[src/rtl/nv_nvdla_cacc_slcg_en_ctrl.sv]
// CACC second-level clock-gating enable generator: idle hysteresis before gating,
// fixed wake latency before accepting requests, and a saturating gated-cycle counter.
module nv_nvdla_cacc_slcg_en_ctrl #(
    parameter int unsigned IDLE_HOLD = 16,
    parameter int unsigned WAKE_LAT  = 2,
    parameter int unsigned PERF_W    = 32
) (
    input  logic              nvdla_core_clk,
    input  logic              nvdla_core_rst,
    input  logic              reg2dp_slcg_op_en,
    input  logic              dla_clk_ovr_on_sync,
    input  logic              global_clk_ovr_on_sync,
    input  logic              tmc2slcg_disable_clock_gating,
    input  logic              cacc_busy,
    input  logic              req_vld,
    output logic              req_rdy,
    output logic              slcg_clk_en,
    output logic [PERF_W-1:0] gated_cnt,
    input  logic              gated_cnt_clr
);

    localparam logic [1:0] ST_RUN   = 2'd0;
    localparam logic [1:0] ST_HOLD  = 2'd1;
    localparam logic [1:0] ST_GATED = 2'd2;
    localparam logic [1:0] ST_WAKE  = 2'd3;

    localparam logic [7:0] IDLE_HOLD_C = 8'(IDLE_HOLD);
    localparam logic [3:0] WAKE_LAST_C = 4'(WAKE_LAT - 1);

    logic [1:0]        state_q, state_d;
    logic [7:0]        idle_cnt_q, idle_cnt_d;
    logic [3:0]        wake_cnt_q, wake_cnt_d;
    logic              slcg_clk_en_q, slcg_clk_en_d;
    logic              req_rdy_q, req_rdy_d;
    logic [PERF_W-1:0] gated_cnt_q, gated_cnt_d;
    logic              force_on;
    logic              idle;

    assign force_on = ~reg2dp_slcg_op_en | dla_clk_ovr_on_sync |
                      global_clk_ovr_on_sync | tmc2slcg_disable_clock_gating;
    assign idle     = ~cacc_busy & ~req_vld;

    always_comb begin
        state_d    = state_q;
        idle_cnt_d = idle_cnt_q;
        wake_cnt_d = wake_cnt_q;
        case (state_q)
            ST_RUN: begin
                if (idle && !force_on) begin
                    state_d    = ST_HOLD;
                    idle_cnt_d = 8'd1;
                end
            end
            ST_HOLD: begin
                if (!idle || force_on) begin
                    state_d    = ST_RUN;
                    idle_cnt_d = '0;
                end else if (idle_cnt_q == IDLE_HOLD_C) begin
                    state_d    = ST_GATED;
                    idle_cnt_d = '0;
                end else begin
                    idle_cnt_d = idle_cnt_q + 8'd1;
                end
            end
            ST_GATED: begin
                if (req_vld || cacc_busy || force_on) begin
                    state_d    = ST_WAKE;
                    wake_cnt_d = '0;
                end
            end
            ST_WAKE: begin
                // Wake always runs to completion; force_on and idle are ignored here.
                if (wake_cnt_q == WAKE_LAST_C) begin
                    state_d    = ST_RUN;
                    wake_cnt_d = '0;
                end else begin
                    wake_cnt_d = wake_cnt_q + 4'd1;
                end
            end
            default: begin
                state_d    = ST_RUN;
                idle_cnt_d = '0;
                wake_cnt_d = '0;
            end
        endcase
    end

    // Outputs are registered copies decoded from the next state.
    always_comb begin
        slcg_clk_en_d = (state_d != ST_GATED);
        req_rdy_d     = (state_d == ST_RUN) || (state_d == ST_HOLD);
    end

    always_comb begin
        gated_cnt_d = gated_cnt_q;
        if (gated_cnt_clr) begin
            gated_cnt_d = '0;
        end else if (!slcg_clk_en_q && (gated_cnt_q != '1)) begin
            gated_cnt_d = gated_cnt_q + PERF_W'(1);
        end
    end

    always_ff @(posedge nvdla_core_clk or posedge nvdla_core_rst) begin
        if (nvdla_core_rst) begin
            state_q       <= ST_RUN;
            idle_cnt_q    <= '0;
            wake_cnt_q    <= '0;
            slcg_clk_en_q <= 1'b1;
            req_rdy_q     <= 1'b1;
            gated_cnt_q   <= '0;
        end else begin
            state_q       <= state_d;
            idle_cnt_q    <= idle_cnt_d;
            wake_cnt_q    <= wake_cnt_d;
            slcg_clk_en_q <= slcg_clk_en_d;
            req_rdy_q     <= req_rdy_d;
            gated_cnt_q   <= gated_cnt_d;
        end
    end

    assign slcg_clk_en = slcg_clk_en_q;
    assign req_rdy     = req_rdy_q;
    assign gated_cnt   = gated_cnt_q;

endmodule
[config.mk]
export PLATFORM = sky130hd
export DESIGN_NAME = nv_nvdla_cacc_slcg_en_ctrl
export DESIGN_NICKNAME = d
export VERILOG_FILES = /design/src/rtl/nv_nvdla_cacc_slcg_en_ctrl.sv
export SDC_FILE = /design/constraint.sdc
export NUM_CORES = 1
export LEC_CHECK = 0
export ABC_CLOCK_PERIOD_IN_PS = 2900
export CORE_MARGIN = 2
export CORE_UTILIZATION = 52
export DETAILED_ROUTE_END_ITERATION = 12
export GPL_ROUTABILITY_DRIVEN = 1
export PLACE_DENSITY_LB_ADDON = 0.15
export SLEW_MARGIN = 20
export SYNTH_ARGS = -nofsm -noshare
export SYNTH_HDL_FRONTEND = slang
export SYNTH_SLANG_ARGS = --single-unit
[constraint.sdc]
create_clock -name nvdla_core_clk -period 2.9 [get_ports nvdla_core_clk]
set_input_delay 0.58 -clock nvdla_core_clk [delete_from_list [all_inputs] [get_ports nvdla_core_clk]]
set_output_delay 0.58 -clock nvdla_core_clk [all_outputs]
set_load 0.02 [all_outputs]
======== Word-level counts from Yosys, hierarchy flattened ========
Cells that the tools add are included.
word-level totals
  flip-flop bits (word level) ............. 48
  output and inout bits ................... 34
  logic and storage cells ................. 57
cells by class
  $add $sub $neg .......................... 3
  equal/unequal tests ..................... 10
  mux-type cells .......................... 15
  bitwise gates (word level) .............. 7
  reductions and logical operators ........ 16
operators with widths
  cell                                                                    count
  32-bit two-way mux                                                      2
  32-bit by 1-bit adder with 32-bit output (second input constant)        1
  32-bit inequality test (second input constant)                          1
  8-bit two-way mux                                                       3
  8-bit one-hot mux with 2 select lines                                   1
  2-bit two-way mux                                                       5
  8-bit by 1-bit adder with 8-bit output (second input constant)          1
  8-bit by 5-bit equality test with 1-bit output (second input constant)  1
  4-bit two-way mux                                                       2
  2-bit one-hot mux with 4 select lines                                   1
  4-bit one-hot mux with 2 select lines                                   1
  2-bit inequality test (second input constant)                           3
  2-bit nonzero test                                                      3
  4-bit by 1-bit adder with 4-bit output (second input constant)          1
  2-bit by 1-bit equality test with 1-bit output (second input constant)  2
  2-bit equality test (second input constant)                             2
  4-bit by 1-bit equality test with 1-bit output (second input constant)  1
  2-bit logical NOT                                                       2
  1-bit logical OR                                                        4
  2-bit AND reduction                                                     2
  1-bit logical NOT                                                       3
  1-bit NOT                                                               3
  1-bit bitwise OR                                                        3
  1-bit logical AND                                                       2
  1-bit AND                                                               1

======== Logic depth before layout (Yosys ltp) ========
Gate-level depths: netlist of run 1.
  depth after elaboration ................. 10
  depth in mapped cells ................... 8

======== Least setup slack after synthesis of run 1 ========
Ideal clock, no wire load.
  kind .................................... flip-flop to flip-flop
  start point ............................. reg gated_cnt_q[13], in the netlist gated_cnt[13]
  end point ............................... reg gated_cnt_q[1], in the netlist gated_cnt[1]
  setup time .............................. 0.132 ns
  arrival time ............................ 1.938 ns
  required time ........................... 2.768 ns
  slack ................................... 0.830 ns
  cell stages (with the launch flop) ...... 7
  path buffers ............................ 1
  cell sequence ........................... dfrtp_1 nand4_1 or3_4 o31ai_4 buf_6 mux2i_1 nor2_1
on the way
  cells in the longest elaborated chain, start to end .. 3
RTL lines
  element                              line  text
  from (decl)                          35    logic [PERF_W-1:0] gated_cnt_q, gated_cnt_d;
  from (signal assigned)               117   gated_cnt_q <= gated_cnt_d;
  32-bit inequality test               98    end else if (!slcg_clk_en_q && (gated_cnt_q != '1)) begin
  1-bit logical AND                    98
  2-bit nonzero test (no source line)  n/a
Every way passes these cells.
A chain may end at the register's enable or synchronous reset.

======== Final worst setup path of run 1 ========
Same ends and word-level chain as after synthesis.

==> results of run 1 <==
## stage by stage
step                hold slack, ps  power (W)
floorplan                    446.1  0.0007480
global placement             468.4  0.0007726
detailed placement           472.3  0.0007732
CTS                          490.2   0.001255
global route                 509.0   0.001298
finish                       490.5   0.001236
## cells in the final DEF (no fill, tap or decap), types with 3 or more instances in the layout
cell,synthesis,final
nand4_1,10,10
o21ai_0,18,18
xnor2_1,8,8
and4_1,4,4
nand2_1,28,28
nand3_1,14,14
o31ai_1,8,8
nor3_1,3,3
nor4_1,4,4
a2111oi_0,4,4
mux2_2,3,3
nor2_1,27,27
ha_1,5,5
buf_4,1,4
and2_1,3,3
and3_1,7,7
a31oi_1,7,7
a21oi_1,19,19
nand2b_1,3,3
or3_1,5,5
inv_1,9,8
nor2b_1,8,8
or4_1,10,10
clkdlybuf4s50_1,0,42
clkbuf_8,0,5
dfrtp_1,46,46
## layer usage
metal / up-vias / GRT usage [%] / share of wire [%]
met4: 0 / 6.545 / 1.2
met2: 45 / 34.12 / 48
met5: - / 0 / 0
met3: 5 / 4.235 / 3.8
li1: 1184 / - / -
met1: 1148 / 29.49 / 47
## cell usage after synthesis, types with 2 or more instances
master and n:
dfrtp_1 46, nand2_1 28, nor2_1 27, a21oi_1 19, o21ai_0 18, nand3_1 14, nand4_1 10, or4_1 10
inv_1 9, nor2b_1 8, o31ai_1 8, xnor2_1 8, a31oi_1 7, and3_1 7, clkbuf_1 6, ha_1 5
or3_1 5, a2111oi_0 4, and4_1 4, buf_6 4, nor4_1 4, and2_1 3, mux2_2 3, nand2b_1 3
nor3_1 3, and4_4 2, dfstp_2 2, o21bai_1 2, xor2_1 2
## critical path, cell delays in order (launching register included)
cell	delay, ps
dfrtp_1	460
nand4_1	220
or3_4	480
o31ai_4	460
buf_4	290
mux2i_1	210
nor2_1	50
## power by group through the flow
stage / clock (W) / sequential (W) / combinational [W]
2_1_floorplan: 0 / 0.000701 / 0.0000475
3_3_place_gp: 0 / 0.000703 / 0.0000699
3_5_place_dp: 0 / 0.000703 / 0.0000704
4_1_cts: 0.000495 / 0.000690 / 0.0000708
5_1_grt: 0.000525 / 0.000693 / 0.0000804
6_report: 0.000478 / 0.000690 / 0.0000686
## worst min path at each step
| stage | from | endpoint | slack (ps) | cells past startpoint |
|---|---|---|---|---|
| 5_1_grt | wake_cnt_q[3]$_DFFE_PP0P_ | wake_cnt_q[3]$_DFFE_PP0P_ | 510 | 1 |
| 4_1_cts | wake_cnt_q[3]$_DFFE_PP0P_ | wake_cnt_q[3]$_DFFE_PP0P_ | 490 | 1 |
| 2_1_floorplan | wake_cnt_q[3]$_DFFE_PP0P_ | wake_cnt_q[3]$_DFFE_PP0P_ | 450 | 1 |
| 3_5_place_dp | wake_cnt_q[3]$_DFFE_PP0P_ | wake_cnt_q[3]$_DFFE_PP0P_ | 470 | 1 |
| 3_3_place_gp | wake_cnt_q[3]$_DFFE_PP0P_ | wake_cnt_q[3]$_DFFE_PP0P_ | 470 | 1 |
| 6_report | wake_cnt_q[3]$_DFFE_PP0P_ | wake_cnt_q[3]$_DFFE_PP0P_ | 490 | 1 |
## layout make-up
cell class,instances,area [sq um],share of cell area [%]
clock buffers,6,72.57,2.171
inverters,9,33.78,1.010
well taps,70,87.58,2.620
multi-input cells,228,1440,43.08
clock inverters,2,35.03,1.048
flip-flops and latches,48,1204,36.00
repair buffers,47,470.5,14.07
## kinds of logic after synthesis
group / after synthesis / synth area share, %
flip-flops: 48 / 43.73
adder cells (fa/ha/maj): 5 / 2.273
XOR/XNOR: 10 / 3.182
buffers and inverters: 20 / 3.954
multiplexers: 4 / 1.591
AND/OR/NAND/NOR: 141 / 29.41
AO/OA/AOI/OAI: 68 / 15.86
## flip-flops by register name (all words and copies together), names as in the netlist
register / cells
slcg_clk_en: 1
wake_cnt_q: 4
gated_cnt: 32
idle_cnt_q: 8
state_q: 2
req_rdy: 1
==> qor.txt, run 1 <==
Status: completed
GRT Util Overall: 21.38%
Die span in y: 76.76 um
Total CTS buffers: 5
Max clock buf depth: 2
Post-placement cell count: 402
Final worst slack: 621.4 ps
Core Region: 0.005107 sq mm
Min-delay worst type: reg -> reg
Die area: 0.005891 sq mm
Initial antenna violation count: 0
Final setup violation count: 0
Ports: 43
Worst setup endpoint: gated_cnt[1]$_DFFE_PP0P_
Post-DRT Antenna Nets: 0
RSZ-0062 raised after global routing: no
First-pass GRT wire length: 10.25 mm
Synth-to-layout area growth: 21.45%
Inserted Diodes: 0
Worst-Skew Late Latency: 300 ps
Pre-CTS WS: 637.5 ps
Static Leakage: 1.319 nW
Vias in the first global route: 2141
Mean Syn Cell Area: 9.299 sq um
CP startpoint: gated_cnt[13]$_DFFE_PP0P_
Cell Pwr Density: 369.7 mW/mm^2
Drt drc: 0
Slew Viols, Final: 0
Slew headroom: 46.64%
Cells after Synth: 296
Via Count: 2382
Top-area cell type share of the netlist area: 41.82%
Final hold violation count: 0
I/O Buffers: 42
Seq/Total Area, Yosys: 43.73%
Placed inst area: 0.003236 sq mm
Type of origin of the critical path: register
Fmax: 0.4389 GHz
Post-Syn Area: 0.002753 sq mm
Worst r2r src: gated_cnt[13]$_DFFE_PP0P_
Largest area contributor in the netlist: dfrtp_1
Ys async rst share: 100.0%
Die width: 76.76 um
Clk pwr share: 38.6%
Max-cap violations: 0
Reg-to-Reg End: gated_cnt[1]$_DFFE_PP0P_
Worst Setup End Kind: register
Post-detail-place hpwl: 4.160 mm
Part of the cycle the worst path needs: 78.57%
Yosys reg bits: 48
Crit path max fanout: 17
WL/cell: 14.34 um
Root Driver: clkbuf_8
R2R depth: 6
Post-route minimum period: 2279 ps
Worst-margin pin slew: 797.9 ps
Grt ovf: 0
Comb power frac: 5.6%
Vias/cell: 5.810
Filler cells: 456
Largest net degree at the start of global routing: 26
Synth unique cells: 54
Initial Utilization: 53.90%
Setup tns final: 0 ps
Mapped Nets: 310
Flop pwr share: 55.8%
Sw Share: 22.00%
Final core area utilization: 65.46%
Initial DRC count: 116
Drt pass-1 iters: 4
DRT Wirelength: 5.879 mm
Reg clk slew, reported paths: 90 ps
Post-CTS setup buffers: 0
Worst ir drop on vdd: 0.3069 mV
CTS tree: built
Row cnt: 26
Hold buffers post-CTS: 0
Setup Skew: 6.893 ps
Post-synth EDFFs: 0
Final nets: 353
Worst endpoint required time: 3100 ps
Cell area after layout: 0.003343 sq mm
Reg2reg setup slack: 620 ps
H-tree depth: 2
Cts repair resizes: 0
Largest cells by area after synthesis: dfrtp_1 (42%), nand2_1 (3.8%), nor2_1 (3.7%), a21oi_1 (3.5%), o21ai_0 (3.3%)
Final Wtd Congestion: 0.8152
Net Sw Power: 0.0002719 W
P_int: 0.0009640 W
Critical path class: reg -> reg
CTS sink cnt: 48
Share of layout cells above drive strength 1: 8.235%
Worst Path Arrival: 2480 ps
Cell Count, Final, Fillers Out: 410
Top_reg_cell synth: dfrtp_1
Syn. warnings: 0
No activity file was read; power rests on OpenSTA's default activity.
==> run 2, diff against run 1 <==
- ABC_CLOCK_PERIOD_IN_PS: 2900 -> 1800
- CORE_UTILIZATION: 52 -> 49
- clock period: 2.9 -> 1.8 ns (I/O delays scaled with it)
==> run 2 against run 1 <==
Via count is 13% higher. Critical path type unchanged. Clock power is 43% higher. Critical path depth stayed put. Register-to-register slack got worse by 790 ps. The flow now finishes with violations (setup timing). Design area up 23%. First-iteration DRC count shrank 15%. Global-route usage rose by 3.0 points. Wire length is 26% higher. Combinational power grew 120%.
==> qor.txt, run 2 (same netlist as run 1, synthesis figures left out) <==
Root Driver: clkbuf_8
Slew Viols, Final: 0 (unchanged)
Worst Setup End Kind: register
Die width: 78.95 um (+2.9%)
Inserted Diodes: 0 (unchanged)
Placed inst area: 0.003757 sq mm (+16%)
Post-DRT Antenna Nets: 0 (unchanged)
Met2 usage: 43.16% (+9.0 points)
GRT Util Overall: 24.35% (+3.0 points)
Drt drc: 0 (unchanged)
Cell area after layout: 0.004121 sq mm (+23%)
Row cnt: 27 (+3.8%)
Vias in the first global route: 2623 (+23%)
Die area: 0.006233 sq mm (+5.8%)
Slowest CP cell: or4_1
H-tree depth: 2 (unchanged)
Hold buffers post-CTS: 0 (unchanged)
Part of the cycle the worst path needs: 109.1% (+31 points)
Static Leakage: 1.965 nW (+49%)
WL/cell: 15.35 um (+7.1%)
Failing checks: setup timing
Setup Skew: 11.91 ps (+5.018 ps)
First-pass GRT wire length: 11.95 mm (+17%)
Synth-to-layout area growth: 49.73%
Vias/cell: 5.583 (-3.9%)
Drt pass-1 iters: 4 (unchanged)
Grt ovf: 0 (unchanged)
Max reg flops: 32 (unchanged)
Share of layout cells above drive strength 1: 37.38% (+29 points)
Die span in y: 78.95 um (+2.9%)
CTS sink cnt: 48 (unchanged)
Most common cell after layout, fill and taps aside: buf_4
Post-route minimum period: 1965 ps (-314.0 ps)
Max-cap violations: 0 (unchanged)
Largest net degree at the start of global routing: 49 (+88%)
Critical path's largest stage delay: 460 ps (-20 ps)
Most frequent cells in the layout: buf_4 (74), nor2_1 (27), nand2_1 (27)
Max clock buf depth: 2 (unchanged)
Crit path max fanout: 8 (-9)
Cell Pwr Density: 472.5 mW/mm^2 (+28%)
Post-placement cell count: 465 (+16%)
Fmax: 0.5090 GHz (+16%)
Reg clk slew, reported paths: 90 ps (about the same)
Final setup violation count: 22 (+22)
Final worst slack: -164.6 ps (-786.0 ps)
Worst-Skew Late Latency: 310 ps (about the same)
Core Region: 0.005473 sq mm (+7.2%)
Final hold violation count: 0 (unchanged)
I/O Buffers: 42 (unchanged)
Status: finished, violations left
Met3 GRT Util: 3.295% (-0.94 points)
Critical path class: reg -> reg
Worst endpoint required time: 2050 ps (-1050 ps)
Initial Utilization: 50.30% (-3.6 points)
Initial DRC count: 99 (-15%)
Cell Count, Final, Fillers Out: 484 (+18%)
RSZ-0062 raised after global routing: yes
DRT Wirelength: 7.430 mm (+26%)
Global-route track usage on met1: 30.21% (+0.71 points)
Worst ir drop on vdd: 0.3301 mV (+7.6%)
Worst Path Arrival: 2220 ps (-260 ps)
Post-detail-place hpwl: 5.081 mm (+22%)
Via Count: 2702 (+13%)
Final Wtd Congestion: 0.8190 (+0.47%)
Min-delay worst type: in -> async
CTS tree: built
Total CTS buffers: 5 (unchanged)
Ports: 43 (unchanged)
Critical path, cell by cell: nand4_1 -> nor4_2 -> o211ai_1 -> buf_4 -> or4_1 -> nand2_1
Cell family with most CP delay: simple AND/OR/NAND/NOR gates
Type of origin of the critical path: register
Hold_ws: 396.3 ps (-94.24 ps)
Slew headroom: 72.76% (+26 points)
Initial antenna violation count: 0 (unchanged)
Worst-margin pin slew: 405.2 ps (-392.7 ps)
Final nets: 425 (+20%)
CP Buf/Inv Count: 1 (unchanged)
Most Used Layer, Global Route: met2
-- run 2: tightest hold or removal path: stages --
cell,delay [ps]
clkdlybuf4s50_1,410
inv_2,70
buf_12,250
-- run 2: report_power, final --
group | switching [W] | internal [W]
combinational | 0.0000781 | 0.0000733
sequential | 0.0000201 | 0.00109
clock | 0.000375 | 0.000307
total | 0.000474 | 0.00147
-- run 2: repair_timing --
action,CTS,global route
resized for setup,18,39
endpoints found under the hold margin,0,0
endpoints found under the setup margin,30,48
setup buffers,3,9
cloned,0,0
pin swaps,10,10
-- run 2: final timing paths --
check                                               start                        end  slack [ps]  cells after the start
min in group nvdla_core_clk     wake_cnt_q[3]$_DFFE_PP0P_  wake_cnt_q[3]$_DFFE_PP0P_         520                      1
worst min-delay path                       nvdla_core_rst  gated_cnt[24]$_DFFE_PP0P_         400                      3
worst max register to register   gated_cnt[6]$_DFFE_PP0P_  gated_cnt[31]$_DFFE_PP0P_        -160                      6
worst max-delay path             gated_cnt[6]$_DFFE_PP0P_  gated_cnt[31]$_DFFE_PP0P_        -160                      6
max in group asynchronous                  nvdla_core_rst          req_rdy$_DFF_PP1_        1110                      3
worst min register to register  wake_cnt_q[3]$_DFFE_PP0P_  wake_cnt_q[3]$_DFFE_PP0P_         520                      1
-- run 2: per-stage QoR --
step	setup WS [ps]	setup TNS, ps	util, %	power [W]
detailed placement	-97.43	-1118	68.66	0.001274
CTS	-93.47	-757.7	71.40	0.001948
global placement	-83.35	-507.1	68.66	0.001269
global route	-262.1	-3379	75.31	0.002023
finish	-164.6	-1653	75.31	0.001948
floorplan	-124.5	-589.5	-	0.001206
-- run 2: layer usage --
| layer | vias to the layer above | wire length, um |
|---|---|---|
| met3 | 10 | 231 |
| li1 | 1325 | - |
| met2 | 47 | 3902 |
| met5 | - | 0 |
| met1 | 1320 | 3176 |
| met4 | 0 | 119 |
-- run 2: cell type report --
class	count	area [sq um]
Clock buffer	6	82.58
Clock inverter	2	10.01
Fill cell	404	1351
Inverter	9	33.78
Multi-Input combinational cell	228	1623
Sequential cell	48	1231
Tap cell	72	90.09
Timing Repair Buffer	119	1051
